--- config.mk ---
export PLATFORM = sky130hd
export DESIGN_NAME = mem_arbiter
export DESIGN_NICKNAME = d
export VERILOG_FILES = /design/src/rtl/npc_pkg.sv /design/src/rtl/rr_arb2.sv /design/src/rtl/mem_arbiter.sv
export SDC_FILE = /design/constraint.sdc
export NUM_CORES = 1
export LEC_CHECK = 0
export ABC_AREA = 1
export CORE_ASPECT_RATIO = 0.5
export CORE_MARGIN = 2
export CORE_UTILIZATION = 27
export DETAILED_ROUTE_END_ITERATION = 8
export PLACE_DENSITY = 0.62
export RECOVER_POWER = 25
export SETUP_SLACK_MARGIN = 0.02
export SYNTH_ARGS = -nofsm -noshare
export SYNTH_HDL_FRONTEND = slang
export SYNTH_SLANG_ARGS = --single-unit
--- constraint.sdc ---
create_clock -name clk -period 2.1 [get_ports clk]
set_clock_uncertainty 0.2 [all_clocks]
set_input_delay 0.21 -clock clk [delete_from_list [all_inputs] [get_ports clk]]
set_output_delay 0.21 -clock clk [all_outputs]
set_load 0.05 [all_outputs]
--- src/rtl/npc_pkg.sv ---
// -----------------------------------------------------------------------------
// npc_pkg
// Shared types for the NPC memory-access path.
//   arb_state_e : mem_arbiter FSM states
//   OWNER_*     : requester ids used as the arbiter owner / last-grant value
// -----------------------------------------------------------------------------
package npc_pkg;

    typedef enum logic [1:0] {
        IDLE   = 2'd0,
        ACCESS = 2'd1,
        RESP   = 2'd2
    } arb_state_e;

    localparam logic OWNER_IFU = 1'b0;
    localparam logic OWNER_LSU = 1'b1;

endpackage

--- src/rtl/rr_arb2.sv ---
// -----------------------------------------------------------------------------
// rr_arb2
// Two-way round-robin grant. When both requesters are active, the one that
// was NOT granted last wins; a lone requester always wins.
// Ports:
//   req  in  2  request vector, bit 0 = IFU, bit 1 = LSU
//   last in  1  owner id of the previous grant (OWNER_IFU / OWNER_LSU)
//   gnt  out 2  one-hot grant (or zero when nobody requests)
// -----------------------------------------------------------------------------
module rr_arb2
    import npc_pkg::*;
(
    input  logic [1:0] req,
    input  logic       last,
    output logic [1:0] gnt
);

    always_comb begin
        gnt = 2'b00;
        case (req)
            2'b01:   gnt = 2'b01;
            2'b10:   gnt = 2'b10;
            2'b11:   gnt = (last == OWNER_IFU) ? 2'b10 : 2'b01;
            default: gnt = 2'b00;
        endcase
    end

endmodule

--- src/rtl/mem_arbiter.sv ---
// -----------------------------------------------------------------------------
// mem_arbiter
// Shares the single pmem port between IFU (read-only) and LSU (read/write).
// One access is outstanding at a time; a down-counter stretches the ACCESS
// phase to LATENCY cycles to model slow memory.
//
//   state  | meaning
//   -------+---------------------------------------------------------------
//   IDLE   | no access in flight; ready offered to the arbitration winner
//   ACCESS | strobe issued on the first cycle, counter runs down to zero
//   RESP   | owner's resp_valid high, rdata held until resp_ready
//
// Ports:
//   clk, rst_n                        clock, async active-low reset
//   ifu_req_valid/ready, ifu_addr     IFU request channel
//   ifu_resp_valid/ready, ifu_rdata   IFU response channel
//   lsu_req_valid/ready, lsu_wen,
//   lsu_addr, lsu_wdata, lsu_wmask    LSU request channel
//   lsu_resp_valid/ready, lsu_rdata   LSU response channel (rdata 0 on stores)
//   mem_ren, mem_wen                  single-cycle strobes to the memory port
//   mem_raddr, mem_waddr, mem_wdata,
//   mem_wmask                         latched request fields
//   mem_rdata                         combinational read data (mem_ren cycle)
// -----------------------------------------------------------------------------
module mem_arbiter
    import npc_pkg::*;
#(
    parameter int LATENCY = 1,
    parameter int AW      = 32,
    parameter int DW      = 32
) (
    input  logic          clk,
    input  logic          rst_n,

    input  logic          ifu_req_valid,
    output logic          ifu_req_ready,
    input  logic [AW-1:0] ifu_addr,
    output logic          ifu_resp_valid,
    input  logic          ifu_resp_ready,
    output logic [DW-1:0] ifu_rdata,

    input  logic          lsu_req_valid,
    output logic          lsu_req_ready,
    input  logic          lsu_wen,
    input  logic [AW-1:0] lsu_addr,
    input  logic [DW-1:0] lsu_wdata,
    input  logic [7:0]    lsu_wmask,
    output logic          lsu_resp_valid,
    input  logic          lsu_resp_ready,
    output logic [DW-1:0] lsu_rdata,

    output logic          mem_ren,
    output logic          mem_wen,
    output logic [AW-1:0] mem_raddr,
    output logic [AW-1:0] mem_waddr,
    output logic [DW-1:0] mem_wdata,
    output logic [7:0]    mem_wmask,
    input  logic [DW-1:0] mem_rdata
);

    // Counter only needs to hold LATENCY-1.
    localparam int CW = (LATENCY > 1) ? $clog2(LATENCY) : 1;

    arb_state_e    state_q, state_d;
    logic          owner_q;
    logic          last_q;
    logic          wen_q;
    logic          first_q;
    logic [CW-1:0] cnt_q;
    logic [AW-1:0] addr_q;
    logic [DW-1:0] wdata_q;
    logic [7:0]    wmask_q;
    logic [DW-1:0] ifu_rdata_q;
    logic [DW-1:0] lsu_rdata_q;

    logic [1:0]    gnt;
    logic          grant;
    logic          resp_hs;

    rr_arb2 u_rr_arb2 (
        .req  ({lsu_req_valid, ifu_req_valid}),
        .last (last_q),
        .gnt  (gnt)
    );

    // Grants are only honoured while idle; gnt itself is free-running.
    assign grant = (state_q == IDLE) && (gnt != 2'b00);

    always_ff @(posedge clk or negedge rst_n) begin
        if (!rst_n) begin
            state_q <= IDLE;
        end else begin
            state_q <= state_d;
        end
    end

    always_comb begin
        state_d        = state_q;
        ifu_req_ready  = 1'b0;
        lsu_req_ready  = 1'b0;
        ifu_resp_valid = 1'b0;
        lsu_resp_valid = 1'b0;
        mem_ren        = 1'b0;
        mem_wen        = 1'b0;
        resp_hs        = 1'b0;
        case (state_q)
            IDLE: begin
                ifu_req_ready = gnt[0];
                lsu_req_ready = gnt[1];
                if (gnt != 2'b00) begin
                    state_d = ACCESS;
                end
            end
            ACCESS: begin
                mem_ren = first_q & ~wen_q;
                mem_wen = first_q &  wen_q;
                if (cnt_q == '0) begin
                    state_d = RESP;
                end
            end
            RESP: begin
                ifu_resp_valid = (owner_q == OWNER_IFU);
                lsu_resp_valid = (owner_q == OWNER_LSU);
                resp_hs = (owner_q == OWNER_LSU) ? lsu_resp_ready : ifu_resp_ready;
                if (resp_hs) begin
                    state_d = IDLE;
                end
            end
            default: begin
                state_d = IDLE;
            end
        endcase
    end

    always_ff @(posedge clk or negedge rst_n) begin
        if (!rst_n) begin
            owner_q     <= OWNER_IFU;
            last_q      <= OWNER_IFU;
            wen_q       <= 1'b0;
            first_q     <= 1'b0;
            cnt_q       <= '0;
            addr_q      <= '0;
            wdata_q     <= '0;
            wmask_q     <= '0;
            ifu_rdata_q <= '0;
            lsu_rdata_q <= '0;
        end else begin
            if (grant) begin
                owner_q <= gnt[1] ? OWNER_LSU : OWNER_IFU;
                last_q  <= gnt[1] ? OWNER_LSU : OWNER_IFU;
                wen_q   <= gnt[1] & lsu_wen;
                addr_q  <= gnt[1] ? lsu_addr  : ifu_addr;
                wdata_q <= gnt[1] ? lsu_wdata : '0;
                wmask_q <= gnt[1] ? lsu_wmask : 8'h00;
                cnt_q   <= CW'(LATENCY - 1);
                first_q <= 1'b1;
            end else if (state_q == ACCESS) begin
                first_q <= 1'b0;
                if (cnt_q != '0) begin
                    cnt_q <= cnt_q - CW'(1);
                end
            end

            // Read data is only valid during the strobe cycle, so capture it there.
            if (mem_ren) begin
                if (owner_q == OWNER_LSU) begin
                    lsu_rdata_q <= mem_rdata;
                end else begin
                    ifu_rdata_q <= mem_rdata;
                end
            end
            if (mem_wen) begin
                lsu_rdata_q <= '0;
            end
        end
    end

    assign ifu_rdata = ifu_rdata_q;
    assign lsu_rdata = lsu_rdata_q;
    assign mem_raddr = addr_q;
    assign mem_waddr = addr_q;
    assign mem_wdata = wdata_q;
    assign mem_wmask = wmask_q;

endmodule
* After elaboration in Yosys (flattened, before gate mapping)
Index checks and enable logic that the tools add are counted.
W data, S select, Z words.
** Operators by class
- Add/subtract/negate cells :: 1
- Equality and inequality tests :: 8
- Mux-type cells :: 25
- Bitwise operators :: 5
- Reduce and logical (&&, ||, !) cells :: 9
** Operators by type and width (number)
- $mux W32 :: 5
- $mux W1 :: 13
- $pmux W2 S3 :: 2
- $mux W2 :: 4
- $mux W8 :: 1
- $reduce_bool A2 Y1 :: 4
- $eq A2 B2 Y1 const B :: 3
- $eq A2 B1 Y1 const B :: 2
- $ne A2 B2 Y1 const B :: 2
- $reduce_and A2 Y1 :: 2
- $and A1 B1 Y1 :: 3
- $reduce_and A3 Y1 :: 1
- $logic_not A2 Y1 :: 1
- $ne A2 B1 Y1 const B :: 1
- $not A1 Y1 :: 2
- $logic_and A1 B1 Y1 :: 1
- $sub A1 B1 Y1 const B :: 1
** Word-level totals
- Bits in registers :: 142
- Input port bits :: 143

* Longest topological paths before layout
Gate-level depths: netlist of run 1.
- Depth in word-level cells :: 5
- Depth in mapped cells :: 7
- Gate-level depth less buffers :: 6

* Modules after synthesis
A second synthesis of run 1 with hierarchy kept.
** Unflattened totals
- Cells, all modules :: 822
- Area total of the unflattened synthesis :: 6353.6 um2
** Modules (own cells, without submodules)
- mem_arbiter :: times used 1, cells an instance 817, area an instance 6332.3 um2, seq. area each 3528.4 um2
- rr_arb2 :: times used 1, cells an instance 5, area an instance 21.3 um2, seq. area each 0.0 um2

* Least setup slack after synthesis of run 1
OpenSTA, ideal clock, no wires.
- Path kind :: register to output
- Start :: register last_q
- End :: output ifu_req_ready
- Arrival :: 1.442 ns
- Setup slack :: 0.248 ns
- Cell stages (with the launch flop) :: 6
- Path buffers :: 1
- Cells stage by stage :: dfrtp_1 > inv_2 > nand3_1 > buf_2 > nand2_1 > nor2_1
** On the way
- Cells in the longest elaborated chain, start to end :: 3
** Ends and longest elaborated chain
- start, declared :: RTL line mem_arbiter.sv:66 : logic last_q;
- start signal, assigned :: RTL line mem_arbiter.sv:150 : last_q <= gnt[1] ? OWNER_LSU : OWNER_IFU;
- $mux W2 :: RTL line rr_arb2.sv:23 : 2'b11: gnt = (last == OWNER_IFU) ? 2'b10 : 2'b01;
- $pmux W2 S3 :: RTL line rr_arb2.sv:20 : case (req)
- $mux W1 :: RTL line mem_arbiter.sv:106 : case (state_q)
- end, declared :: RTL line mem_arbiter.sv:36 : output logic ifu_req_ready,
No other way between the ends.

* Worst setup path in the final report of run 1
- Start :: register wmask_q[6], in the netlist mem_wmask[6]
- End :: output mem_wmask[6]
** RTL lines
- start, declared :: RTL line mem_arbiter.sv:72 : logic [7:0] wmask_q;
- start signal, assigned :: RTL line mem_arbiter.sv:154 : wmask_q <= gnt[1] ? lsu_wmask : 8'h00;
- end, declared :: RTL line mem_arbiter.sv:57 : output logic [7:0] mem_wmask,
No word-level cell between the ends.

==> results, run 1 <==
- The flow ran to the end, and the final reports show no timing, DRC or antenna violations.
- The sum of net half-perimeters after detailed placement is 16500 microns.
- In this run the worst setup path terminates at mem_wmask[6].
- Setup repair after global routing left no endpoint under its margin.
- The worst setup path is captured at an output pin.
- Including well taps, the total number of placed cells is 1366.
- The count of buffering cells on the critical path with inverters included is 1.
- The average routed wire per standard cell is 16.1 microns.
- The filler cells instantiated in the layout total 2248.
- The sequential cell area is 3530 sq um.
- The number of antenna violations at the first check in global routing came to 1.
- Using the TritonRoute via totals, the vias-per-cell ratio works out to 4.44.
- The total area inside the core boundary comes to 23000 sq um.
- In this run the tightest slew margin relative to its limit is 9.13%.
- Input and output buffers added on the ports amount to 316.
- From synthesis to final layout, the design area changed by 64.6%.
- The sum of negative setup slack is 0 ns.
- Traced cell by cell, the critical path runs through clkdlybuf4s50_1.
- The filler-free cell count of the finished design is 1400.
- The data required time at the worst endpoint is 1.69 ns.
- The sequential cell fraction of total power is 23.9%.
- The number of iterations in the first detailed-routing pass is 5.
- In this run the number of cells on the critical path is 1.
- Once the floorplan was initialized, standard cells occupied 27.8% of the core.
- The area share of the largest cell type after synthesis is 55.1%.
- For the worst flop-to-flop path, the logic depth is 6.
- In this run the critical register-to-register path is captured at lsu_rdata[15].
- The clock reaches the later pin of the worst-skew pair after 0.42 ns.
- The average instance in the mapped netlist occupies 8.04 sq um.
- In this run, the combinational gates consume 59.9% of the power.
- The cell family contributing the most delay on the critical path is buffers and inverters.
- The iteration-0 DRC count of the detailed router is 442.
- The cell area that synthesis handed to floorplanning was 6410 sq um.
- After synthesis, flip-flops and latches occupy 55.1% of the total area.
- The number of endpoints with negative hold slack in the final report is 0.
- The via count of the first global-routing pass is 6148.
- The clock buffer count from CTS is 17.
- The count of final max-slew check failures is 0.
- The vertical die dimension is 113 microns.
- The TritonCTS sink count is 141.
- Pin placement for this block handled 317 I/O pins.
- The number of setup violations in the final report is 0.
- The pin count of the biggest net entering global routing is 58.
- The worst IR drop on VDD is 0.000787 V.
- The area of the multi-input gates is 2150 sq um.
- The TritonCTS clock tree is built.
- The cell count after synthesis came out at 797.
- Cell internal power was estimated by the tool at 9.96 mW.
- The total number of H-tree levels is 4.
- Along the worst path, the maximum fanout reaches 2.
- The shortest clock period the worst path allows after layout is 2.03 ns.
- The number of DRC violations after detailed routing is 0.
- The total wire length is 22600 microns.
- For this run, the slowest stage of the critical path takes 0.82 ns.
- In this run the critical register-to-register path is launched from state_q[1].
- The largest buffer count on any clock path is 2.
- The number of nets handed over by synthesis was 940.
- The critical path is of the flop to output pin type.
- The path class of the tightest hold or removal check is input port to flop.
- Yosys mapped the design onto 16 distinct sky130hd cell types.
- By area the synthesized netlist is led by sky130_fd_sc_hd__dfrtp_1, sky130_fd_sc_hd__nand2_1, sky130_fd_sc_hd__nand3_1.
- For this design the static power due to leakage is 5.69 nW.
- In this run the remaining antenna-violating nets after routing total 0.
- The library cell with the largest summed area after synthesis is sky130_fd_sc_hd__dfrtp_1.
- The tool flagged a number of max-cap violations equal to 0.
- Among all stages on the critical path, the largest delay is contributed by sky130_fd_sc_hd__clkdlybuf4s50_1.
- The share of the cycle needed by the critical path after routing is 96.8%.
- The area of the die is 25100 sq um.
- The tree is rooted in a sky130_fd_sc_hd__clkbuf_16.
- For the pin with the worst max-slew slack, the measured transition is 1.36 ns.
- Summed over all layers, the global routing overflow is 0.
- Per report_power, the clock group accounts for 16.2% of the total.
- The clock transition at the registers of the reported paths is 0.06 ns.
- The share of final-layout standard cells stronger than drive strength 1 is 7.33%.
- After synthesis the netlist holds a flip-flop and latch count of 141.
- The wire length of the first global-routing pass is 35400 microns.
- The arrival time of data at the critical path endpoint is 1.62 ns.
- The startpoint kind of the worst setup timing path is a flop.
- In this run the power density over the cells is 1960 nW/um^2.
- The via total after detailed routing is 6220.
- The Yosys step of the flow raised 0 warnings.
- The register-to-register setup slack is 0.38 ns.
- The floorplan has 39 rows.
- The die width is 222 microns.
- For this run, the post-layout net count is 1223.
- The fmax is 492 MHz.
- In this run the power spent charging and discharging nets is 10.7 mW.
- Routability-driven placement finished with a final weighted congestion of 0.832.
- The net switching share of the total power is 51.7%.
- Tracing the worst setup path back leads to its startpoint at mem_wmask[6].
- Global routing consumed, over all layers together, 18.2% of the routing resources.
## cell usage after synthesis
cell type / instances
sky130_fd_sc_hd__nor2_4: 1
sky130_fd_sc_hd__inv_1: 71
sky130_fd_sc_hd__inv_2: 1
sky130_fd_sc_hd__o21ai_0: 16
sky130_fd_sc_hd__nand3_2: 1
sky130_fd_sc_hd__nand2_2: 1
sky130_fd_sc_hd__nor2_2: 1
sky130_fd_sc_hd__dfrtp_1: 141
sky130_fd_sc_hd__buf_1: 2
sky130_fd_sc_hd__buf_4: 39
sky130_fd_sc_hd__clkbuf_1: 12
sky130_fd_sc_hd__o21ai_2: 1
sky130_fd_sc_hd__nand3_1: 154
sky130_fd_sc_hd__buf_2: 27
sky130_fd_sc_hd__nand2_1: 322
sky130_fd_sc_hd__nor2_1: 7
## worst register-to-register path: stages (launching register included)
cell	delay (ns)
sky130_fd_sc_hd__dfrtp_1	0.40
sky130_fd_sc_hd__inv_1	0.09
sky130_fd_sc_hd__nand2_2	0.12
sky130_fd_sc_hd__nor2_4	0.15
sky130_fd_sc_hd__buf_4	0.41
sky130_fd_sc_hd__nand3_1	0.17
sky130_fd_sc_hd__nand2_1	0.10
## how the worst min path moves through the flow
| stage | start | end | slack, ns | depth (start not counted) |
|---|---|---|---|---|
| after global placement | rst_n | ifu_rdata[29] | 0.02 | 1 |
| after global routing | lsu_wmask[3] | mem_wmask[3] | 0.10 | 3 |
| final | lsu_wmask[3] | mem_wmask[3] | 0.12 | 3 |
| after CTS | lsu_wmask[3] | mem_wmask[3] | 0.09 | 3 |
| after floorplan | rst_n | first_q | -0.29 | 0 |
| after detailed placement | rst_n | ifu_rdata[25] | 0.02 | 1 |
## flip-flops by register name, summed over array words and instances (netlist names), 2 cells and up
| name | cells |
|---|---|
| ifu_rdata | 32 |
| mem_raddr | 32 |
| mem_wmask | 8 |
| state_q | 2 |
| mem_wdata | 32 |
| lsu_rdata | 32 |
## cell type report
class | count | area share (%)
well taps | 307 | 3.64
inverters | 72 | 2.59
flip-flops and latches | 141 | 33.5
diodes | 1 | 0.0237
clock buffers | 21 | 4.37
repair buffers | 344 | 33.8
multi-input cells | 504 | 20.4
clock inverters | 10 | 1.77
## cells in the final DEF (no fill, tap or decap), types with 14 or more instances in the layout
cell type / synthesis / final
sky130_fd_sc_hd__inv_1: 71 / 71
sky130_fd_sc_hd__clkdlybuf4s50_1: 0 / 247
sky130_fd_sc_hd__buf_4: 39 / 29
sky130_fd_sc_hd__dlygate4sd2_1: 0 / 14
sky130_fd_sc_hd__nand2_1: 322 / 321
sky130_fd_sc_hd__clkbuf_16: 0 / 17
sky130_fd_sc_hd__nand3_1: 154 / 154
sky130_fd_sc_hd__o21ai_0: 16 / 16
sky130_fd_sc_hd__dlymetal6s2s_1: 0 / 41
sky130_fd_sc_hd__dfrtp_1: 141 / 140
## per-layer routing
layer / global-route usage, % / up-vias / part of all wire (%)
li1: - / 3012 / -
met1: 22.4 / 2991 / 41
met2: 31.5 / 176 / 52
met3: 3.22 / 41 / 3.5
met4: 8.24 / 0 / 3.1
met5: 0 / - / 0
## logic make-up (layout without fill, tap and decap cells)
| group | after synthesis | count (layout) | share of synthesized area, % |
|---|---|---|---|
| flops | 141 | 141 | 55.1 |
| simple gates | 487 | 487 | 31.8 |
| compound gates | 17 | 17 | 1.39 |
| other cells | 0 | 1 | 0 |
| buf+inv | 152 | 447 | 11.7 |
## through the flow
stage	utilization (%)	setup slack (ns)	area [sq um]	hold slack, ns	total power [mW]
after floorplan	-	0.248	6410	-0.286	13.2
after global routing	45.8	0.0200	10500	0.105	21.7
after global placement	42.5	0.185	9790	0.0202	17.4
after CTS	45.3	0.0212	10400	0.0916	20.9
final	45.8	0.0665	10500	0.120	20.6
after detailed placement	42.5	0.166	9790	0.0214	17.5
## power groups by stage
stage               Combinational (mW)  Sequential [mW]  Clock [mW]
floorplan                         4.02             9.17           0
global placement                  12.4             4.91           0
detailed placement                12.5             4.96           0
CTS                               12.5             4.94        3.45
global route                      13.0             5.09        3.58
finish                            12.4             4.92        3.35
## repair_timing
item | 4_1_cts | 5_1_grt
endpoints found under the hold margin | 73 | 0
setup buffers | 1 | 0
setup endpoints to repair | 20 | 44
gates resized for setup | 15 | 45
pin swaps | 1 | 0
hold buffers | 1 | 0
Power figures use the tool's default switching activity.
==> run 2: changes to the inputs <==
Settings changed: CORE_UTILIZATION 27 to 44, HOLD_SLACK_MARGIN from default to 0.02, PLACE_DENSITY 0.62 to 0.91.
==> run 2 against run 1 <==
  * First-iteration DRC count increased by 18%
  * Clock power decreased by 7.2%
  * Sequential power about the same
  * Via count increased by 3.2%
  * Die area decreased by 38%
  * Setup slack got worse by 0.034 ns
  * Total power decreased by 0.55%
  * Sequential share of layout area increased by 0.75 points
  * Core utilization increased by 26 points
  * Routed wire length decreased by 6.3%
  * Register-to-register slack improved by 0.02 ns
  * Critical path type unchanged
  * Largest cell class is now registers
  * Highest routed layer unchanged
==> results, run 2 (synthesis results as in run 1) <==
- The share of the cycle needed by the critical path after routing is 98.5% (+1.6 points).
- The clock buffer count from CTS is 17 (unchanged).
- The leakage power is 5.30 nW (-7.0%).
- The clock root buffer master is sky130_fd_sc_hd__clkbuf_16.
- The iteration-0 DRC count of the detailed router was 523 (+18%).
- Setup repair after global routing could not meet its margin everywhere.
- The worst relative slew slack is 11.8% (+2.7 points).
- The relative area change from synthesis to final layout is 60.9%.
- In this run the critical register-to-register path is launched from state_q[0].
- In this run the worst setup path begins at mem_raddr[20].
- The largest stage delay on the critical path is 0.83 ns (about the same).
- The sum of negative setup slack is 0 ns (unchanged).
- The global-route track usage on met2 is 47.3% (+16 points).
- The share of final-layout standard cells stronger than drive strength 1 is 6.93% (-0.39 points).
- The number of DRC violations after detailed routing is 0 (unchanged).
- The all-layer global routing usage came to 26.3% (+8.1 points).
- The pin slew with the least headroom to its limit is 1.32 ns (-0.0404 ns).
- The power per unit of standard cell area came to 1990 nW/um^2 (+1.7%).
- The sequential cell area is 3530 sq um (about the same).
- The startpoint kind of the worst setup timing path is a flop.
- The routability congestion estimate is 0.838 (+0.79%).
- The post-place setup slack is 0.202 ns (+0.0357 ns).
- The area of the die is 15600 sq um (-38%).
- The cell with the largest stage delay on the worst path is sky130_fd_sc_hd__clkdlybuf4s50_1.
- The die width came to 175 microns (-21%).
- The worst IR drop on VDD is 0.000936 V (+19%).
- The fill cell instance count of the final layout came to 1041 (-54%).
- The worst-path maximum fanout was 3 (+1).
- The pin count of the biggest net entering global routing was 55 (-5.2%).
- The count of final max-slew check failures is 0 (unchanged).
- The total wire length is 21200 microns (-6.3%).
- The count of buffering cells on the critical path with inverters included is 1 (unchanged).
- The endpoint identified for the worst register-to-register timing path is mem_wmask[1].
- The signal on the critical path passes through clkdlybuf4s50_1.
- The instance area after placement was 9650 sq um (-1.4%).
- The number of cell rows is 31 (-21%).
- The family of cells with the greatest summed delay on the critical path is buffers and inverters.
- The TritonCTS sink count was 141 (unchanged).
- The total overflow reported by the global router came to 0 (unchanged).
- The largest buffer count on any clock path is 2 (unchanged).
- The total non-filler cell area in the finished layout is 10300 sq um (-2.2%).
- STA classifies the critical path endpoint as an output pin.
- The cell depth of the worst flop-to-flop path is 7 (+1).
- The fmax is 484 MHz (-1.7%).
- The number of endpoints with negative hold slack in the final report is 0 (unchanged).
- The destination of the critical timing path is mem_waddr[20].
- The layer flagged by global routing as most heavily used is met2.
- The via count normalized by instance count is 4.96 (+12%).
- The area of the core region is 14400 sq um (-38%).
- The beginning of the worst hold path is lsu_wdata[21].
- The arrival time of data at the critical path endpoint is 1.66 ns (+0.04 ns).
- The starting density of the core is 44.6% (+17 points).
- The class of the most critical setup path is flop to output pin.
- The antenna violation net count after detailed routing is 0 (unchanged).
- The number of port buffers was 316 (unchanged).
- The via count of the first global-routing pass came to 6265 (+1.9%).
- The vertical die dimension is 89.3 microns (-21%).
- The sum of net half-perimeters after detailed placement is 15600 microns (-5.2%).
- The average routed wire per standard cell is 16.4 microns (+1.4%).
- TritonCTS built the clock tree.
- The number of iterations in the first detailed-routing pass is 5 (unchanged).
- The wire length of the first global-routing pass is 32100 microns (-9.3%).
- The run finished with clean final reports.
- The clock transition at the registers of the reported paths is 0.07 ns (about the same).
- The total I/O pin count is 317 (unchanged).
- The number of inserted diodes is 0 (-1).
- The number of setup violations in the final report is 0 (unchanged).
- The worst slack on hold paths came to 0.127 ns (+0.00680 ns).
- The insertion delay to the later sink of the worst-skew pair is 0.41 ns (about the same).
- The data required time at the worst endpoint is 1.69 ns (about the same).
- The share of the core filled with cells is 71.8% (+26 points).
- Leaving out fill and tap cells, the most frequent cell in the layout is sky130_fd_sc_hd__nand2_1.
- The number of nets in the layout is 1226 (+0.25%).
- The shortest clock period the worst path allows after layout came to 2.07 ns (+0.0343 ns).
- The total number of H-tree levels is 4 (unchanged).
- The register-to-register setup slack is 0.40 ns (+0.02 ns).
- The met1 usage in global routing is 31.8% (+9.4 points).
- Leaving out fill and tap cells, the most frequent cells in the layout are sky130_fd_sc_hd__nand2_1, sky130_fd_sc_hd__clkdlybuf4s50_1, sky130_fd_sc_hd__nand3_1.
- The area of the multi-input gates is 2140 sq um (-0.23%).
- The worst setup margin is 0.0321 ns (-0.0343 ns).
- The met3 track utilization from global routing came to 4.59% (+1.4 points).
- The via total after detailed routing is 6418 (+3.2%).
- The number of antenna violations at the first check in global routing is 0 (-1).
- The max-cap check violation count is 0 (unchanged).
- The classification of the worst-slack hold path is input port to flop.
- The number of cells on the critical path is 1 (unchanged).
run 2: cell type report:
cell class / count / area share, %
well taps: 198 / 2.40
multi-input cells: 504 / 20.8
flip-flops and latches: 141 / 34.2
repair buffers: 347 / 34.0
inverters: 72 / 2.62
clock buffers: 18 / 4.26
clock inverters: 14 / 1.69
run 2: worst min-delay path by stage:
stage                               end  depth (start not counted)
after CTS                 mem_wdata[21]                          3
after global routing       mem_wmask[5]                          3
final                     mem_wdata[21]                          3
after floorplan                 first_q                          0
after detailed placement   lsu_rdata[7]                          1
after global placement     lsu_rdata[3]                          1
run 2: metrics by stage:
stage               instances  power, mW
floorplan                 797       13.2
global placement         1260       17.1
detailed placement       1260       17.4
CTS                      1294       20.6
global route             1294       21.4
finish                   1294       20.5
run 2: where the power goes:
group / leakage, nW / internal (mW) / switching [mW] / total, mW
clock: 0.291 / 1.83 / 1.28 / 3.11
sequential: 1.76 / 4.04 / 0.907 / 4.95
combinational: 3.24 / 3.86 / 8.60 / 12.5
total: 5.30 / 9.73 / 10.8 / 20.5
run 2: what timing repair did:
item	CTS	global route
resized for setup	2	12
buffers inserted	1	0
pin swaps	1	0
endpoints found under the setup margin	3	13
endpoints found under the hold margin	141	0
hold buffers	1	0
run 2: layer usage:
metal / up-vias / routed length [microns]
met5: - / 0
met4: 0 / 701
met3: 63 / 1130
met2: 271 / 11100
met1: 3072 / 8280
li1: 3012 / -
